## config.mk

```make
export PLATFORM = sky130hd
export DESIGN_NAME = memory_test_noc_mux
export DESIGN_NICKNAME = d
export VERILOG_FILES = /design/src/rtl/memory_test_noc_mux.sv
export SDC_FILE = /design/constraint.sdc
export NUM_CORES = 1
export LEC_CHECK = 0
export CAP_MARGIN = 25
export CORE_AREA = 3 3 203 205
export CTS_BUF_LIST = sky130_fd_sc_hd__clkbuf_8
export CTS_CLUSTER_DIAMETER = 120
export DETAILED_ROUTE_END_ITERATION = 10
export DIE_AREA = 0 0 206 208
export HOLD_SLACK_MARGIN = 0.06
export PLACE_DENSITY = 0.67
export SYNTH_ARGS = -nofsm -noshare
export SYNTH_HDL_FRONTEND = slang
export SYNTH_SLANG_ARGS = --single-unit
```

## constraint.sdc

```tcl
create_clock -name clk -period 8.66 [get_ports clk]
set_input_delay 1.299 -clock clk [delete_from_list [all_inputs] [get_ports clk]]
set_output_delay 1.299 -clock clk [all_outputs]
set_load 0.01 [all_outputs]
```

## src/rtl/memory_test_noc_mux.sv

```systemverilog
// memory_test_noc_mux
//
// NoC attach point shared by NUM_CH memory-tester engines and one router
// local port.
//
// Egress: whole messages are granted round-robin, and a credit counter
// converts the testers' val/rdy handshake into the router's credit/yummy
// protocol.
//
// Ingress: router flits are buffered in a small FIFO. Each message is then
// steered to the channel named in its header tag. Messages whose tag does
// not name a real channel are drained internally.
//
// Ports
//   clk, rst        clock; synchronous active-low reset
//   ch_req_val/data per-channel egress flits (channel i at [i*W +: W])
//   ch_req_rdy      per-channel egress ready (one-hot on the grant)
//   mux_noc_val/data  flit to the router P input
//   noc_mux_yummy   router returned one input-buffer credit
//   noc_mux_val/data  flit from the router P output
//   mux_noc_yummy   one ingress FIFO slot freed (registered, cycle after pop)
//   ch_resp_val     per-channel ingress valid (at most one bit set)
//   ch_resp_data    ingress flit, shared by all channels
//   ch_resp_rdy     per-channel ingress ready
//   bad_tag         pulses on the pop of a header with tag >= NUM_CH
//   in_ovf_err      sticky: a flit arrived while the ingress FIFO was full

`ifndef NOC_DATA_WIDTH
`define NOC_DATA_WIDTH 72
`endif

module memory_test_noc_mux #(
  parameter int NUM_CH      = 4,
  parameter int NOC_DATA_W  = `NOC_DATA_WIDTH,
  parameter int LEN_LSB     = 22,
  parameter int TAG_LSB     = 64,
  parameter int OUT_CREDITS = 4,
  parameter int IN_DEPTH    = 4
) (
  input  logic                         clk,
  input  logic                         rst,
  input  logic [NUM_CH-1:0]            ch_req_val,
  input  logic [NUM_CH*NOC_DATA_W-1:0] ch_req_data,
  output logic [NUM_CH-1:0]            ch_req_rdy,
  output logic                         mux_noc_val,
  output logic [NOC_DATA_W-1:0]        mux_noc_data,
  input  logic                         noc_mux_yummy,
  input  logic                         noc_mux_val,
  input  logic [NOC_DATA_W-1:0]        noc_mux_data,
  output logic                         mux_noc_yummy,
  output logic [NUM_CH-1:0]            ch_resp_val,
  output logic [NOC_DATA_W-1:0]        ch_resp_data,
  input  logic [NUM_CH-1:0]            ch_resp_rdy,
  output logic                         bad_tag,
  output logic                         in_ovf_err
);

  localparam int CH_W = (NUM_CH > 1) ? $clog2(NUM_CH) : 1;
  localparam int AW   = $clog2(IN_DEPTH);
  localparam logic [CH_W:0] NUM_CH_L   = (CH_W+1)'(NUM_CH);
  localparam logic [3:0]    CREDIT_MAX = 4'(OUT_CREDITS);
  localparam logic [AW:0]   DEPTH_L    = (AW+1)'(IN_DEPTH);

  typedef enum logic {EG_IDLE, EG_BODY} eg_state_t;
  typedef enum logic {IN_HDR, IN_BODY} in_state_t;

  // Wraps to channel 0 after the last real channel, which matters
  // when NUM_CH is not a power of two.
  function automatic logic [CH_W-1:0] next_ch(input logic [CH_W-1:0] ch);
    if (int'(ch) >= NUM_CH - 1) return '0;
    return ch + 1'b1;
  endfunction

  // ---------------------------------------------------------------- egress
  eg_state_t        eg_state, eg_state_nxt;
  logic [CH_W-1:0]  grant_q, grant_nxt, rr_ptr, rr_ptr_nxt;
  logic [CH_W-1:0]  arb_grant, sel_ch;
  logic [7:0]       body_cnt, body_cnt_nxt, hdr_len;
  logic [3:0]       credit_cnt, credit_nxt;
  logic             arb_found, sel_val, has_credit, eg_xfer;
  logic [NOC_DATA_W-1:0] sel_data;

  // Round-robin search starting at rr_ptr. It only matters in IDLE,
  // because a message in BODY stays locked to its latched channel.
  always_comb begin
    arb_found = 1'b0;
    arb_grant = rr_ptr;
    for (int k = 0; k < NUM_CH; k++) begin
      if (!arb_found && ch_req_val[(int'(rr_ptr) + k) % NUM_CH]) begin
        arb_found = 1'b1;
        arb_grant = CH_W'((int'(rr_ptr) + k) % NUM_CH);
      end
    end
  end

  // Egress datapath, handshake and next-state logic.
  // A flit moves only when the served channel is valid and a router
  // credit is available.
  always_comb begin
    sel_ch       = (eg_state == EG_BODY) ? grant_q : arb_grant;
    sel_val      = (eg_state == EG_BODY) ? ch_req_val[sel_ch] : arb_found;
    has_credit   = (credit_cnt != 4'd0);
    eg_xfer      = sel_val && has_credit;
    sel_data     = ch_req_data[int'(sel_ch)*NOC_DATA_W +: NOC_DATA_W];
    hdr_len      = sel_data[LEN_LSB +: 8];
    mux_noc_val  = eg_xfer;
    mux_noc_data = sel_data;
    ch_req_rdy   = '0;
    if (eg_xfer) ch_req_rdy[sel_ch] = 1'b1;

    eg_state_nxt = eg_state;
    grant_nxt    = grant_q;
    rr_ptr_nxt   = rr_ptr;
    body_cnt_nxt = body_cnt;
    if (eg_xfer) begin
      case (eg_state)
        EG_IDLE: begin
          if (hdr_len == 8'd0) begin
            rr_ptr_nxt = next_ch(arb_grant);
          end else begin
            body_cnt_nxt = hdr_len;
            grant_nxt    = arb_grant;
            eg_state_nxt = EG_BODY;
          end
        end
        EG_BODY: begin
          body_cnt_nxt = body_cnt - 8'd1;
          if (body_cnt == 8'd1) begin
            eg_state_nxt = EG_IDLE;
            rr_ptr_nxt   = next_ch(grant_q);
          end
        end
        default: eg_state_nxt = EG_IDLE;
      endcase
    end

    // If a send and a yummy land in the same cycle, the count does not change.
    // A yummy that arrives while the counter is already full is ignored.
    credit_nxt = credit_cnt;
    if (eg_xfer && !noc_mux_yummy)
      credit_nxt = credit_cnt - 4'd1;
    else if (!eg_xfer && noc_mux_yummy && credit_cnt < CREDIT_MAX)
      credit_nxt = credit_cnt + 4'd1;
  end

  always_ff @(posedge clk) begin
    if (!rst) begin
      eg_state   <= EG_IDLE;
      grant_q    <= '0;
      rr_ptr     <= '0;
      body_cnt   <= '0;
      credit_cnt <= CREDIT_MAX;
    end else begin
      eg_state   <= eg_state_nxt;
      grant_q    <= grant_nxt;
      rr_ptr     <= rr_ptr_nxt;
      body_cnt   <= body_cnt_nxt;
      credit_cnt <= credit_nxt;
    end
  end

  // --------------------------------------------------------------- ingress
  logic [NOC_DATA_W-1:0] fifo_mem [IN_DEPTH];
  logic [AW-1:0]   wr_ptr, rd_ptr;
  logic [AW:0]     fifo_cnt;
  logic            fifo_full, fifo_empty, fifo_wr, in_pop;
  logic [NOC_DATA_W-1:0] head;
  logic [CH_W-1:0] head_tag, route_ch, cur_ch;
  logic [7:0]      head_len, rem_cnt;
  logic            head_bad, route_bad, cur_bad, route_rdy, yummy_q, ovf_q;
  in_state_t       in_state;

  // Steering decode. While in HDR, the route comes straight from the head
  // flit. While in BODY, it comes from the channel latched at the header pop.
  // Fullness is judged before any pop in the same cycle, so a write into a
  // full FIFO is dropped even when a pop happens together with it.
  always_comb begin
    fifo_full  = (fifo_cnt == DEPTH_L);
    fifo_empty = (fifo_cnt == '0);
    fifo_wr    = noc_mux_val && !fifo_full;
    head       = fifo_mem[rd_ptr];
    head_tag   = head[TAG_LSB +: CH_W];
    head_len   = head[LEN_LSB +: 8];
    head_bad   = ({1'b0, head_tag} >= NUM_CH_L);
    route_ch   = (in_state == IN_HDR) ? head_tag : cur_ch;
    route_bad  = (in_state == IN_HDR) ? head_bad : cur_bad;
    route_rdy  = 1'b0;
    ch_resp_val = '0;
    for (int i = 0; i < NUM_CH; i++) begin
      if (route_ch == CH_W'(i)) begin
        route_rdy      = ch_resp_rdy[i];
        ch_resp_val[i] = !fifo_empty && !route_bad;
      end
    end
    in_pop       = !fifo_empty && (route_bad || route_rdy);
    bad_tag      = in_pop && (in_state == IN_HDR) && head_bad;
    ch_resp_data = head;
  end

  // FIFO storage. It has no reset because occupancy is tracked by fifo_cnt.
  always_ff @(posedge clk) begin
    if (fifo_wr) fifo_mem[wr_ptr] <= noc_mux_data;
  end

  // FIFO pointers, the steering FSM, the registered yummy and the sticky
  // overflow flag.
  always_ff @(posedge clk) begin
    if (!rst) begin
      wr_ptr   <= '0;
      rd_ptr   <= '0;
      fifo_cnt <= '0;
      in_state <= IN_HDR;
      cur_ch   <= '0;
      cur_bad  <= 1'b0;
      rem_cnt  <= '0;
      yummy_q  <= 1'b0;
      ovf_q    <= 1'b0;
    end else begin
      if (fifo_wr) wr_ptr <= wr_ptr + 1'b1;
      if (in_pop)  rd_ptr <= rd_ptr + 1'b1;
      if (fifo_wr && !in_pop)      fifo_cnt <= fifo_cnt + 1'b1;
      else if (!fifo_wr && in_pop) fifo_cnt <= fifo_cnt - 1'b1;
      if (in_pop) begin
        if (in_state == IN_HDR) begin
          if (head_len != 8'd0) begin
            in_state <= IN_BODY;
            cur_ch   <= head_tag;
            cur_bad  <= head_bad;
            rem_cnt  <= head_len;
          end
        end else begin
          rem_cnt <= rem_cnt - 8'd1;
          if (rem_cnt == 8'd1) in_state <= IN_HDR;
        end
      end
      yummy_q <= in_pop;
      if (noc_mux_val && fifo_full) ovf_q <= 1'b1;
    end
  end

  assign mux_noc_yummy = yummy_q;
  assign in_ovf_err    = ovf_q;

endmodule

```

==> results.toml, run 1 <==
[sta]
rsz0062_at_grt = "false"
max_slew_margin_pct = 31.5
drv_slew = 0
max_freq_mhz = 156
finalHoldViolCount = 0
worst_pin_slew_ns = 1.03
setup-violations-final = 0
period_minus_slack_ns = 6.40
post-route-period-util_pct = 73.9
hold_slack_ns = 0.494
finClkSkew_ns = 0.0184
setup_tns_ns = 0

[synthesis]
synth_compound_area_share_pct = 7.33
synth_top_area_share_pct = 56.7
synth_cells = 1179
synthSimpleGateAreaFrac_pct = 13.7
muxShareOfSynthArea_pct = 12.7
yosys_register_bits = 327
synth-edff-count = 288
ys_warn_count = 0
synth_top_family_by_area = "simple AND/OR/NAND/NOR gates"
synth-xor-area-share_pct = 0.459
yosys-top-cells-area = "edfxtp_1, mux4_2, nand2_1"
async_reset_ff_share_pct = 0
yosysUniqueCellTypes = 67
synth-seq-area-share_pct = 61.8
yosysTopAreaCell = "edfxtp_1"
syn_area_um2 = 15300
syn_area_per_cell_um2 = 12.9
synth_top_flop_cell = "edfxtp_1"
synthAdderAreaFrac_pct = 1.25
syn_nets = 1565

[routing]
viasPerCell = 5.40
first_pass_iters = 5
drc = 0
num_vias = 12300
wl_per_cell_um = 27.3
ant_nets = 0
wl_um = 62000
drt_iter0_markers = 1022

[clocking]
postCtsHoldBufs = 0
numCtsBuffers = 51
clockBufferDepth = 3
cts_max_level = 2
cts_resized = 0
cts_tree = "done"
postCtsSetupRepairBufs = 0
cts_root_buf = "clkbuf_8"
numClockSinks = 327
clk_pin_slew_ns = 0.06
clock_latency_ns = 0.59

[global_route]
antenna_found_initial = 23
grt_pass1_wl_um = 86900
overflow = 0
grtUsageTotal_pct = 27.9
first_global_vias = 12500
grt_max_degree = 137

[setup_path]
worst_path_most_repeated_cell = "clkdlybuf4s50_1"
r2r-end = "fifo_cnt[2]$_SDFFE_PN0P_"
critPathLaunchType = "input port"
cp.arrival_ns = 5.10
r2r_slack_ns = 4.65
path_class = "input port to output port"
slowest_stage = "o31ai_4"
required_ns = 7.36
path_cells = "clkdlybuf4s50_1 > nor3b_1 > a211oi_1 > o31ai_4 > buf_12 > nand2_1 > and3_1 > a31oi_1 > clkdlybuf4s50_1"
end_kind = "output port"
slowest_delay_ns = 0.90
r2r_cells = 11
path_max_fanout = 47

[layout]
fill_cells = 3350
multi_input_area_um2 = 5450
synthToLayoutAreaGrowth_pct = 45.1
regArea_um2 = 9440
final_layout_size_suffix_gt1_share_pct = 10.1
fin_nets = 2084

[place]
gp_congestion = 1.05
io_buffer_count = 526
dp_hpwl_um = 46500

[min_path]
min_path_type = "register to register"
whs_path_depth = 2
hold_end = "cur_ch[0]$_SDFFE_PN0P_"
min_from = "cur_ch[0]$_SDFFE_PN0P_"

[power]
power.density_nw_per_um2 = 230
leakage_nw = 7.98
p_seq_share_pct = 40.1
p_sw_mw = 1.63
vdd_ir_drop_max_mv = 0.158
combinationalPowerShare_pct = 36.4
swShare_pct = 31.9
p_int_mw = 3.47
p_clk_share_pct = 23.5

[status]
status = "completed"

[floorplan]
dieWidth_um = 206
num_io_pins = 528
initial_core_util_pct = 38.5
die_y_um = 208
rows = 73
die_area_um2 = 42800
fp.coreArea_um2 = 39600

[flow_run]
maxCapViolations = 0
-- logic make-up (layout without fill, tap and decap cells) --
kind of cell	after synthesis	in the layout
and+or+nand+nor	466	466
DFF	327	327
AOI/OAI and AO/OA	164	164
buffers and inverters	100	658
muxes	99	99
adders and majority gates	14	14
xor gates and xnor gates	8	8
other	1	14
-- area by class of cell --
class                           count  area share (%)
Tap cell                          525            2.97
Timing Repair Buffer              546            25.1
Inverter                           20           0.339
Clock inverter                     39           0.967
Antenna cell                       13           0.147
Clock buffer                       53            3.30
Multi-Input combinational cell    752            24.6
Sequential cell                   327            42.6
-- placed cells by master (no fill, tap or decap), drive strengths merged, types with 9 or more instances in the layout --
cell           Yosys  layout
clkdlybuf4s50      0     526
nand2            295     295
edfxtp           288     288
mux4              75      75
a31oi             68      68
and3              68      68
clkbuf            57      53
dfxtp             39      39
nor2              38      38
inv               20      32
a21oi             26      26
clkinv             0      25
mux2i             22      22
buf               22      20
o21ai             14      14
diode              0      13
ha                12      12
nor4              10      10
nand3             10      10
and2              10      10
nor3               9       9
-- registers in the layout, summed over array words and instances (netlist names), 2 cells and up, named ones only --
register / count
rr_ptr: 2
credit_cnt: 4
wr_ptr: 2
rd_ptr: 2
grant_q: 2
body_cnt: 8
rem_cnt: 8
cur_ch: 2
fifo_mem: 288
fifo_cnt: 3
-- synth_stat cells, drive strengths merged, types with 3 or more instances --
cell,n
a211oi,7
a21boi,4
a21o,5
a21oi,26
a221oi,3
a31oi,68
a32oi,4
and2,10
and3,68
buf,22
clkbuf,57
dfxtp,39
edfxtp,288
ha,12
inv,20
mux2i,22
mux4,75
nand2,295
nand2b,6
nand3,10
nor2,38
nor3,9
nor3b,4
nor4,10
o211a,4
o211ai,3
o21ai,14
o31ai,4
or3,7
xnor2,5
xor2,3
-- stage by stage --
step / worst slack [ns] / power [mW] / instances / utilization, % / cell area [µm²]
floorplan: 3.80 / 2.95 / 1179 / - / 15300
global placement: 2.40 / 3.91 / 2166 / 53.1 / 21100
detailed placement: 2.42 / 3.92 / 2166 / 53.1 / 21100
CTS: 2.40 / 5.14 / 2258 / 55.5 / 22000
global route: 2.11 / 5.36 / 2273 / 55.8 / 22100
finish: 2.26 / 5.10 / 2275 / 55.8 / 22100
-- worst max-delay path: cells and delay by family --
family	cells	cell delay (ns)
buf+inv	3	1.58
compound gates	3	1.60
simple gates	3	0.59
-- power groups by stage --
stage,registers (mW),clock network [mW],logic (mW)
after floorplan,2.01,0,0.938
after global placement,2.07,0,1.84
after detailed placement,2.08,0,1.84
after CTS,2.05,1.23,1.86
after global routing,2.07,1.31,1.98
final,2.05,1.20,1.86
-- layer usage --
metal  track usage, %  vias to the layer above  part of all wire (%)
li1                 -                     5532                     -
met2             45.8                      523                    48
met4             11.8                       10                   4.1
met3             9.73                      106                   9.5
met1             33.6                     6120                    38
met5                0                        -                  0.12
-- worst max-delay path by stage --
stage | startpoint | cells after the start | to | slack [ns]
3_5_place_dp | ch_req_val[1] | 9 | mux_noc_data[39] | 2.42
4_1_cts | ch_req_val[1] | 9 | mux_noc_data[39] | 2.40
6_report | ch_req_val[1] | 9 | mux_noc_data[70] | 2.26
5_1_grt | ch_req_val[1] | 9 | mux_noc_data[40] | 2.11
3_3_place_gp | ch_req_val[1] | 9 | mux_noc_data[39] | 2.40
2_1_floorplan | ch_req_val[2] | 9 | ch_req_rdy[0] | 3.80
No activity file was read; power rests on OpenSTA's default activity.
==> run 2: changes to the inputs <==
--- a/config.mk
+++ b/config.mk
@@ -6,13 +6,13 @@
 export NUM_CORES = 1
 export LEC_CHECK = 0
 export CAP_MARGIN = 25
-export CORE_AREA = 3 3 203 205
+export CORE_AREA = 3 3 201 203
 export CTS_BUF_LIST = sky130_fd_sc_hd__clkbuf_8
 export CTS_CLUSTER_DIAMETER = 120
 export DETAILED_ROUTE_END_ITERATION = 10
-export DIE_AREA = 0 0 206 208
+export DIE_AREA = 0 0 204 206
 export HOLD_SLACK_MARGIN = 0.06
-export PLACE_DENSITY = 0.67
+export PLACE_DENSITY = 0.68
 export SYNTH_ARGS = -nofsm -noshare
 export SYNTH_HDL_FRONTEND = slang
 export SYNTH_SLANG_ARGS = --single-unit
==> constraint.sdc (replaced) <==
create_clock -name clk -period 6.08 [get_ports clk]
set_input_delay 0.912 -clock clk [delete_from_list [all_inputs] [get_ports clk]]
set_output_delay 0.912 -clock clk [all_outputs]
set_load 0.01 [all_outputs]
==> results.toml, run 2 (synthesis gave the netlist of run 1 again) <==
[status]
status = "completed"

[sta]
post-route-period-util_pct = 91.8
rsz0062_at_grt = "false"
setup_tns_ns = 0
setup_ws_ns = 0.499
period_minus_slack_ns = 5.58
hold_slack_ns = 0.492
max_slew_margin_pct = 36.1
finalHoldViolCount = 0
max_freq_mhz = 179
drv_slew = 0
setup-violations-final = 0
worst_pin_slew_ns = 0.958
finClkSkew_ns = 0.0407

[power]
combinationalPowerShare_pct = 36.3
p_clk_share_pct = 23.5
leakage_nw = 7.97
vdd_ir_drop_max_mv = 0.244
p_int_mw = 4.92
power.density_nw_per_um2 = 327
p_seq_share_pct = 40.2
swShare_pct = 31.8
p_sw_mw = 2.29
power_mw = 7.22

[min_path]
min_path_type = "register to register"
min_from = "in_ovf_err$_SDFFE_PN0P_"

[routing]
first_pass_iters = 6
wl_per_cell_um = 25.3
ant_nets = 0
num_vias = 12200
drt_iter0_markers = 1035
wl_um = 57300
viasPerCell = 5.39
drc = 0

[clocking]
clk_pin_slew_ns = 0.05
cts_max_level = 2
cts_root_buf = "clkbuf_8"
clock_latency_ns = 0.58
postCtsHoldBufs = 0
postCtsSetupRepairBufs = 0
cts_resized = 0
cts_tree = "done"
numClockSinks = 327
numCtsBuffers = 51
clockBufferDepth = 3

[setup_path]
slowest_stage = "clkdlybuf4s50_1"
slowest_delay_ns = 0.67
path_cells = "clkdlybuf4s50_1 > o21ai_1 > a211oi_1 > o31a_2 > buf_12 > buf_12 > nand2_1 > and3_1 > a31oi_1 > clkdlybuf4s50_1"
cp_top_family = "buffers and inverters"
path_max_fanout = 60
critPathLaunchType = "input port"
path_class = "input port to output port"
cp.arrival_ns = 4.67
required_ns = 5.17
end_kind = "output port"
startpoint = "ch_req_val[1]"
path_buf_inv = 4

[layout]
synthToLayoutAreaGrowth_pct = 44.8
finalNonFillerCells = 2264
largest_reg_flops = 288
fin_nets = 2084
largestRegisters = "fifo_mem x288, body_cnt x8, rem_cnt x8"
final_cell_mix = "clkdlybuf4s50_1, nand2_1, edfxtp_1, mux4_2"
top_register = "fifo_mem"
final_layout_size_suffix_gt1_share_pct = 10.2
utilization_pct = 57.2
final_cell_area_um2 = 22100
layout_commonest_cell = "clkdlybuf4s50_1"

[global_route]
overflow = 0
grt_pass1_wl_um = 80600
antenna_found_initial = 15
grt_max_degree = 71
grtUsageTotal_pct = 25.9
first_global_vias = 12300

[place]
dp_hpwl_um = 42900
gp_congestion = 0.974
place_inst = 2161
place_ws_ns = 0.695
io_buffer_count = 526
place_area_um2 = 21100

[floorplan]
fp.coreArea_um2 = 38600
initial_core_util_pct = 39.5
die_y_um = 206
die_area_um2 = 42000
num_io_pins = 528
rows = 72
dieWidth_um = 204

[flow_run]
maxCapViolations = 0
run 2: worst paths after layout:
kind	cells after the start	slack, ns	end
max	10	0.50	mux_noc_data[5]
min	2	0.49	in_ovf_err$_SDFFE_PN0P_
max reg2reg	11	2.31	fifo_cnt[2]$_SDFFE_PN0P_
min reg2reg	2	0.49	in_ovf_err$_SDFFE_PN0P_
run 2: worst min-delay path, stage by stage, from the launching register on:
cell     delay [ns]
dfxtp_1        0.34
a31oi_1        0.04
nor2_1         0.07
run 2: cell type report:
class	instances	area (µm²)
inverter	20	75.1
clock inverter	35	164
sequential	327	9440
fill	3136	16600
antenna	9	22.5
clock buffer	57	785
tap	518	648
multi-input combinational	752	5450
timing repair buffer	546	5510
run 2: metal layers:
metal | vias up | part of all wire [%] | wire (µm) | track usage (%)
met5 | - | 0.40 | 229 | 2.98
met4 | 16 | 4.8 | 2730 | 12.4
met3 | 125 | 12 | 7020 | 12.7
met2 | 600 | 46 | 26300 | 39.5
met1 | 5942 | 37 | 21100 | 30.7
li1 | 5522 | - | - | -
run 2: power by group through the flow:
stage,Sequential (mW),Clock [mW],Combinational (mW)
2_1_floorplan,2.87,0,1.34
3_3_place_gp,2.93,0,2.60
3_5_place_dp,2.95,0,2.61
4_1_cts,2.90,1.75,2.63
5_1_grt,2.93,1.85,2.80
6_report,2.90,1.70,2.62
==> run 3: changes to the inputs <==
--- a/config.mk
+++ b/config.mk
@@ -11,6 +11,7 @@
 export CTS_CLUSTER_DIAMETER = 120
 export DETAILED_ROUTE_END_ITERATION = 10
 export DIE_AREA = 0 0 204 206
+export GPL_TIMING_DRIVEN = 0
 export HOLD_SLACK_MARGIN = 0.06
 export PLACE_DENSITY = 0.68
 export SYNTH_ARGS = -nofsm -noshare
==> results.toml, run 3 (synthesis gave the netlist of run 1 again) <==
[status]
status = "completed"

[layout]
synthToLayoutAreaGrowth_pct = 45.8
fin_nets = 2145
final_layout_size_suffix_gt1_share_pct = 9.77
finalNonFillerCells = 2324
layout_commonest_cell = "clkdlybuf4s50_1"
top_register = "fifo_mem"
largest_reg_flops = 288
final_cell_mix = "clkdlybuf4s50_1, nand2_1, edfxtp_1, mux4_2, and3_1"
largestRegisters = "fifo_mem x288, body_cnt x8, rem_cnt x8"
final_cell_area_um2 = 22200
utilization_pct = 57.5

[setup_path]
path_class = "input port to output port"
path_cells = "clkdlybuf4s50_1 > nor3b_1 > a211oi_1 > o31ai_2 > clkbuf_1 > clkbuf_2 > clkbuf_1 > nand2_1 > and3_1 > a31oi_1 > clkdlybuf4s50_1"
r2r-end = "credit_cnt[3]$_SDFFE_PN0P_"
slowest_delay_ns = 0.65
cp.arrival_ns = 5.05
end_kind = "output port"
r2r_cells = 13
r2r_slack_ns = 2.16
r2r-start = "rr_ptr[0]$_SDFFE_PN0P_"
critPathLaunchType = "input port"
path_buf_inv = 5
cp_top_family = "buffers and inverters"
path_max_fanout = 10
required_ns = 5.17
slowest_stage = "clkdlybuf4s50_1"

[floorplan]
die_y_um = 206
die_area_um2 = 42000
fp.coreArea_um2 = 38600
num_io_pins = 528
dieWidth_um = 204
rows = 72
initial_core_util_pct = 39.5

[sta]
finalHoldViolCount = 0
setup-violations-final = 0
worst_pin_slew_ns = 0.902
finClkSkew_ns = 0.0178
max_freq_mhz = 168
period_minus_slack_ns = 5.97
max_slew_margin_pct = 39.9
setup_ws_ns = 0.114
rsz0062_at_grt = "true"
drv_slew = 0
post-route-period-util_pct = 98.1

[clocking]
clockBufferDepth = 3
clock_latency_ns = 0.57
numClockSinks = 327
cts_tree = "done"
clk_pin_slew_ns = 0.06
cts_root_buf = "clkbuf_8"
numCtsBuffers = 50
cts_max_level = 2

[min_path]
min_from = "in_ovf_err$_SDFFE_PN0P_"
min_path_type = "register to register"
whs_path_depth = 2
hold_end = "in_ovf_err$_SDFFE_PN0P_"

[power]
vdd_ir_drop_max_mv = 0.243
power_mw = 7.26
power.density_nw_per_um2 = 327
leakage_nw = 8.05

[routing]
viasPerCell = 5.37
wl_per_cell_um = 25.8
wl_um = 59900
first_pass_iters = 6
drt_iter0_markers = 1063
num_vias = 12500
drc = 0
ant_nets = 0

[place]
place_area_um2 = 21300
place_ws_ns = -0.108
place_inst = 2225
io_buffer_count = 523
gp_congestion = 0.989
dp_hpwl_um = 47200

[global_route]
grt_pass1_wl_um = 84200
first_global_vias = 12400
antenna_found_initial = 16
overflow = 0
grtUsageTotal_pct = 27.4
grt_max_degree = 43

[flow_run]
maxCapViolations = 0
-- run 3: final cells by class --
class / count / area, µm²
sequential: 327 / 9430
tap: 518 / 648
timing repair buffer: 528 / 5350
fill: 3166 / 16400
antenna: 5 / 12.5
clock inverter: 44 / 249
multi-input combinational: 752 / 5440
clock buffer: 50 / 688
buffer: 80 / 340
inverter: 20 / 75.1
-- run 3: repair_timing --
item / CTS / global route
resized for setup: 2 / 7
hold buffers: 0 / 0
setup endpoints to repair: 2 / 22
setup buffers: 0 / 0
-- run 3: worst max path at each step --
| stage | startpoint | end | slack (ns) | depth (start not counted) |
|---|---|---|---|---|
| after detailed placement | ch_req_val[0] | mux_noc_data[8] | -0.11 | 11 |
| after global placement | ch_req_val[0] | mux_noc_data[65] | -0.12 | 11 |
| after floorplan | ch_req_val[2] | ch_req_rdy[0] | 2.00 | 9 |
| after global routing | ch_req_val[0] | mux_noc_data[8] | -0.02 | 11 |
| final | ch_req_val[0] | mux_noc_data[44] | 0.11 | 11 |
| after CTS | ch_req_val[0] | mux_noc_data[8] | 0.04 | 11 |
-- run 3: per-stage QoR --
stage / hold slack (ns) / setup TNS, ns
2_1_floorplan: 0.460 / 0
4_1_cts: 0.475 / 0
6_report: 0.477 / 0
3_5_place_dp: 0.460 / -0.211
3_3_place_gp: 0.458 / -0.202
5_1_grt: 0.512 / -0.0220
-- run 3: power by group --
| part | switching (mW) | internal [mW] |
|---|---|---|
| sequential | 0.111 | 2.73 |
| clock | 0.821 | 0.863 |
| combinational | 1.40 | 1.34 |
| total | 2.33 | 4.94 |
-- run 3: worst register-to-register path, stage by stage, from the launching register on --
cell      delay (ns)
dfxtp_1         0.44
nor3b_2         0.20
nor3_1          0.08
o41ai_1         0.69
buf_2           0.29
o31ai_1         0.09
a311oi_2        0.74
nor2b_1         0.31
ha_1            0.27
a21o_1          0.17
a21oi_1         0.18
nand2_1         0.09
mux2i_1         0.15
a21oi_1         0.08
-- run 3: metal layers --
layer / wire, µm / global-route usage (%) / share of wire, % / vias to the layer above
met5: 120 / 0 / 0.20 / -
met4: 2370 / 10.2 / 4.0 / 20
met3: 7420 / 13.4 / 12 / 117
met2: 28100 / 43.7 / 47 / 617
met1: 21900 / 32.1 / 37 / 6064
li1: - / - / - / 5657
